File: src/rtl/cam_capture_sequencer.sv
// cam_capture_sequencer: camera bring-up and frame-aligned capture trigger sequencer
module cam_capture_sequencer #(
    parameter int RST_HOLD_CYCLES = 1000,
    parameter int SETTLE_CYCLES   = 10000,
    parameter int TIMEOUT_CYCLES  = 100_000_000,
    parameter int CNT_W           = 16
) (
    input  logic             io_peripheralClk,
    input  logic             io_peripheralReset,
    input  logic             i_enable,
    input  logic             i_mode_continuous,
    input  logic             i_start,
    input  logic             i_stop,
    input  logic [CNT_W-1:0] i_frame_limit,
    input  logic             i_dma_init_done,
    input  logic             i_frame_start,
    input  logic             i_frame_done,
    output logic             o_mipi_rstn,
    output logic             o_trigger_capture,
    output logic             o_continuous_capture,
    output logic             o_busy,
    output logic [CNT_W-1:0] o_frames_captured,
    output logic             o_timeout,
    output logic [2:0]       o_state
);
    localparam logic [2:0] S_RESET_HOLD = 3'd0;
    localparam logic [2:0] S_SETTLE     = 3'd1;
    localparam logic [2:0] S_WAIT_DMA   = 3'd2;
    localparam logic [2:0] S_IDLE       = 3'd3;
    localparam logic [2:0] S_ARM        = 3'd4;
    localparam logic [2:0] S_CAPTURE    = 3'd5;
    localparam int M1 = RST_HOLD_CYCLES > SETTLE_CYCLES ? RST_HOLD_CYCLES : SETTLE_CYCLES;
    localparam int MAXC = M1 > TIMEOUT_CYCLES ? M1 : TIMEOUT_CYCLES;
    localparam int TW = $clog2(MAXC + 1);

    logic [TW-1:0]    timer;
    logic             mode_q;
    logic [CNT_W-1:0] limit_q;
    logic             stop_pending;
    logic [CNT_W-1:0] cnt_inc;
    logic             done;
    logic             wd_exp;

    // Saturating frame increment, session-end decision and watchdog expiry
    always_comb begin
        cnt_inc = &o_frames_captured ? o_frames_captured : o_frames_captured + CNT_W'(1);
        done    = !mode_q || stop_pending || i_stop || (limit_q != '0 && cnt_inc == limit_q);
        wd_exp  = timer == TW'(TIMEOUT_CYCLES - 1);
    end

    assign o_busy               = (o_state == S_ARM) || (o_state == S_CAPTURE);
    assign o_continuous_capture = mode_q && o_busy;

    // Sequencer state machine; one shared timer serves hold, settle and watchdog
    always_ff @(posedge io_peripheralClk) begin
        if (io_peripheralReset) begin
            o_state           <= S_RESET_HOLD;
            timer             <= '0;
            o_mipi_rstn       <= 1'b0;
            o_trigger_capture <= 1'b0;
            o_frames_captured <= '0;
            o_timeout         <= 1'b0;
            mode_q            <= 1'b0;
            limit_q           <= '0;
            stop_pending      <= 1'b0;
        end else begin
            o_trigger_capture <= 1'b0;
            if (!i_enable) begin
                o_state     <= S_RESET_HOLD;
                timer       <= '0;
                o_mipi_rstn <= 1'b0;
            end else begin
                case (o_state)
                    S_RESET_HOLD: begin
                        if (timer == TW'(RST_HOLD_CYCLES - 1)) begin
                            o_state     <= S_SETTLE;
                            o_mipi_rstn <= 1'b1;
                            timer       <= '0;
                        end else begin
                            timer <= timer + TW'(1);
                        end
                    end
                    S_SETTLE: begin
                        if (timer == TW'(SETTLE_CYCLES - 1)) begin
                            o_state <= S_WAIT_DMA;
                            timer   <= '0;
                        end else begin
                            timer <= timer + TW'(1);
                        end
                    end
                    S_WAIT_DMA: o_state <= i_dma_init_done ? S_IDLE : S_WAIT_DMA;
                    S_IDLE: begin
                        if (i_start && !i_stop) begin
                            o_state           <= S_ARM;
                            timer             <= '0;
                            mode_q            <= i_mode_continuous;
                            limit_q           <= i_frame_limit;
                            o_frames_captured <= '0;
                            o_timeout         <= 1'b0;
                            stop_pending      <= 1'b0;
                        end
                    end
                    S_ARM: begin
                        if (i_stop) begin
                            o_state <= S_IDLE;
                        end else if (i_frame_start) begin
                            o_state           <= S_CAPTURE;
                            o_trigger_capture <= 1'b1;
                            timer             <= '0;
                        end else if (wd_exp) begin
                            o_state   <= S_IDLE;
                            o_timeout <= 1'b1;
                        end else begin
                            timer <= timer + TW'(1);
                        end
                    end
                    S_CAPTURE: begin
                        if (i_stop) stop_pending <= 1'b1;
                        if (i_frame_done) begin
                            o_frames_captured <= cnt_inc;
                            timer             <= '0;
                            o_state           <= done ? S_IDLE : (i_frame_start ? S_CAPTURE : S_ARM);
                            o_trigger_capture <= !done && i_frame_start;
                        end else if (wd_exp) begin
                            o_state   <= S_IDLE;
                            o_timeout <= 1'b1;
                        end else begin
                            timer <= timer + TW'(1);
                        end
                    end
                    default: o_state <= S_RESET_HOLD;
                endcase
            end
        end
    end
endmodule

File: config.mk
export PLATFORM = sky130hd
export DESIGN_NAME = cam_capture_sequencer
export DESIGN_NICKNAME = d
export VERILOG_FILES = /design/src/rtl/cam_capture_sequencer.sv
export SDC_FILE = /design/constraint.sdc
export NUM_CORES = 1
export LEC_CHECK = 0
export CAP_MARGIN = 0
export CORE_ASPECT_RATIO = 0.6
export CORE_MARGIN = 3
export CORE_UTILIZATION = 45
export CTS_BUF_LIST = sky130_fd_sc_hd__clkbuf_4 sky130_fd_sc_hd__clkbuf_8
export DETAILED_ROUTE_END_ITERATION = 7
export PLACE_DENSITY = 0.66
export SYNTH_ARGS = -nofsm -noshare
export SYNTH_HDL_FRONTEND = slang
export SYNTH_SLANG_ARGS = --single-unit
File: constraint.sdc
create_clock -name io_peripheralClk -period 5.6 [get_ports io_peripheralClk]
set_input_delay 0.56 -clock io_peripheralClk [delete_from_list [all_inputs] [get_ports io_peripheralClk]]
set_output_delay 0.56 -clock io_peripheralClk [all_outputs]
set_load 0.005 [all_outputs]
==> qor.yml <==
worst_setup_path:
  r2r_end: "o_state[0]"
  critPathKind: "reg -> reg"
  ff2ff_setup_slack_ns: 2.41
  critPathLaunchType: "flop"
  worstPathRequired_ns: 5.90
  end_kind: "flop"
  r2r_cells: 8
  reg2reg_from: "o_frames_captured[0]"
  worstPathMaxFanout: 10
  arrival_ns: 3.49
grt:
  grt_pass1_vias: 3880
  track_usage: 0.258
  antenna_found_initial: 0
  use_met2: 0.299
  gr-usage-met1: 0.435
  globalRoute.busiestLayer: "met1"
  grt_overflow_total: 0
  grt_max_degree: 31
  grt_pass1_wl_mm: 21.2
  grt_use_met3: 0.0834
synthesis:
  synth_edf_count: 0
  netlist_area_sq_um: 4210
  ys_seq_area_frac: 0.319
  synth_cells: 571
  synth_cell_type_count: 71
  synth_flop_cell: "dfxtp_1"
  synth-seq-cells: 67
  synth_nets: 598
  synth_async_sr_flop_share: 0
  syn_area_per_cell_sq_um: 7.37
  yosys_warnings: 0
drt:
  dr.pass1.iters: 5
  dr.first_iter.drc_count: 592
  drc: 0
  viasPerCell: 6.27
  detail-route-antenna-nets: 0
  vias: 4461
  routed_wl_mm: 13.0
  routedWlPerCell_microns: 18.3
worst_hold_path:
  worstHoldStart: "stop_pending"
  hold_depth: 2
  hold_path.class: "reg -> reg"
  hold_path_end: "stop_pending"
clock_tree:
  path_clk_slew_ns: 0.08
  clock_path_buffers: 2
  clk_latency_ns: 0.36
  post_cts_buffers: 0
  cts-resized-gates: 0
  cts_tree: "built"
  cts_root_buf: "clkbuf_8"
  clock-sinks: 67
  cts_buffers: 9
  holdBufCountCts: 0
  htreeDepth: 3
floorplanning:
  rows: 26
  dieWidth_microns: 131
  die-area_sq_um: 10600
  io-pin-count: 49
  die_height_microns: 80.9
  core_sq_um: 8780
  start_util: 0.479
final_layout:
  fin_cells: 712
  final_nets: 622
  layout_commonest_cell: "dfxtp_1"
  final_cell_mix: "dfxtp_1, a21oi_1, nor2_1, nand2_1, clkdlybuf4s50_1"
  diodes: 0
  drive_gt1_frac: 0.0583
  syn_to_final_growth_pct: 15.4
outcome:
  status: "finished clean"
sta:
  fmax_mhz: 314
  clock_skew_ns: 0.00749
  fin_tns_setup_ns: 0
  period_minus_slack_ns: 3.19
  rsz0062_at_grt: "false"
  finalSetupViolations: 0
  drv_slew: 0
  tightestPinTransition_ns: 1.27
  slew_headroom: 0.153
  fin_crit_sh: 0.569
  final-hold-violation-count: 0
placed_design:
  gp_congestion: 0.986
  dp_hpwl_mm: 9.71
  place_inst: 696
  io_buffers: 48
power_and_ir_drop:
  p_per_area_nw_per_um2: 185
  vdd_drop_max_uv: 126
  p_leak_nw: 1.57
run:
  cap_viol_max_count: 0
final cells by class:
cell class / instances / area, sq um
clock buffer: 9 / 124
clock inverter: 7 / 57.6
fill: 874 / 3930
inverter: 11 / 41.3
multi-input combinational: 457 / 2670
sequential: 67 / 1340
tap: 112 / 140
timing repair buffer: 49 / 488
cell usage after synthesis (4+ instances only):
cell	number	area share
nand2_1	56	0.050
and4_1	4	0.0083
nand2b_1	8	0.012
and2_1	4	0.0059
clkbuf_1	19	0.017
nor2b_1	11	0.016
dfxtp_1	67	0.32
a211oi_1	6	0.011
nand3_1	27	0.032
nor3_1	23	0.027
or3_1	9	0.013
buf_2	12	0.014
nand4_1	22	0.033
and3_1	13	0.019
xnor2_1	16	0.033
nor2_1	61	0.054
nor3b_1	7	0.012
inv_1	10	0.0089
xor2_1	6	0.012
nand3b_1	5	0.0089
nor4_1	14	0.021
a21oi_1	66	0.078
o21ai_0	40	0.048
sequential cells by signal, indices dropped and copies added (netlist names):
name,cells
timer,27
limit_q,16
o_frames_captured,16
o_state,3
mode_q,1
o_mipi_rstn,1
o_timeout,1
o_trigger_capture,1
stop_pending,1
logic make-up after synthesis:
group                      share of synthesized area
AOI/OAI and AO/OA                              0.219
xor gates and xnor gates                      0.0458
adders and majority gates                    0.00594
buffers and inverters                         0.0496
DFF                                            0.319
muxes                                        0.00238
and+or+nand+nor                                0.359
metal layers:
layer,share of wire,vias up,wire length [microns]
li1,-,2145,-
met1,0.51,2053,6700
met2,0.35,253,4510
met3,0.13,10,1730
met4,0.0073,0,95
met5,0,-,0
where the power goes:
group,internal [mW],total [mW],switching [mW]
Sequential,0.477,0.477,0.000968
Clock,0.167,0.385,0.219
Combinational,0.0184,0.0350,0.0166
metrics by stage:
step | area (sq um) | setup slack [ns] | total power [mW] | utilization | hold WS (ns)
3_3_place_gp | 4680 | 2.40 | 0.523 | 0.532 | 0.438
6_report | 4860 | 2.41 | 0.898 | 0.553 | 0.459
3_5_place_dp | 4680 | 2.29 | 0.523 | 0.532 | 0.451
4_1_cts | 4860 | 2.54 | 0.905 | 0.553 | 0.463
2_1_floorplan | 4210 | 3.19 | 0.500 | - | 0.427
5_1_grt | 4860 | 2.18 | 0.928 | 0.553 | 0.492
worst max-delay path by stage:
| stage | slack, ns | end | depth (start not counted) | from |
|---|---|---|---|---|
| 2_1_floorplan | 3.19 | o_state[1] | 10 | o_frames_captured[0] |
| 3_3_place_gp | 2.40 | timer[19] | 8 | i_stop |
| 3_5_place_dp | 2.29 | timer[12] | 8 | i_stop |
| 4_1_cts | 2.54 | o_state[0] | 8 | o_frames_captured[0] |
| 5_1_grt | 2.18 | o_state[0] | 8 | o_frames_captured[0] |
| 6_report | 2.41 | o_state[0] | 8 | o_frames_captured[0] |
worst max-delay path, cell delays in order (launching register included):
cell and delay [ns]:
dfxtp_1 0.55, ha_1 0.39, nand3_1 0.23, nor4_4 0.64, o21ai_0 0.32, a211oi_1 0.26
nand4_1 0.23, o211ai_1 0.31, a41o_1 0.20
Power figures use the tool's default switching activity.
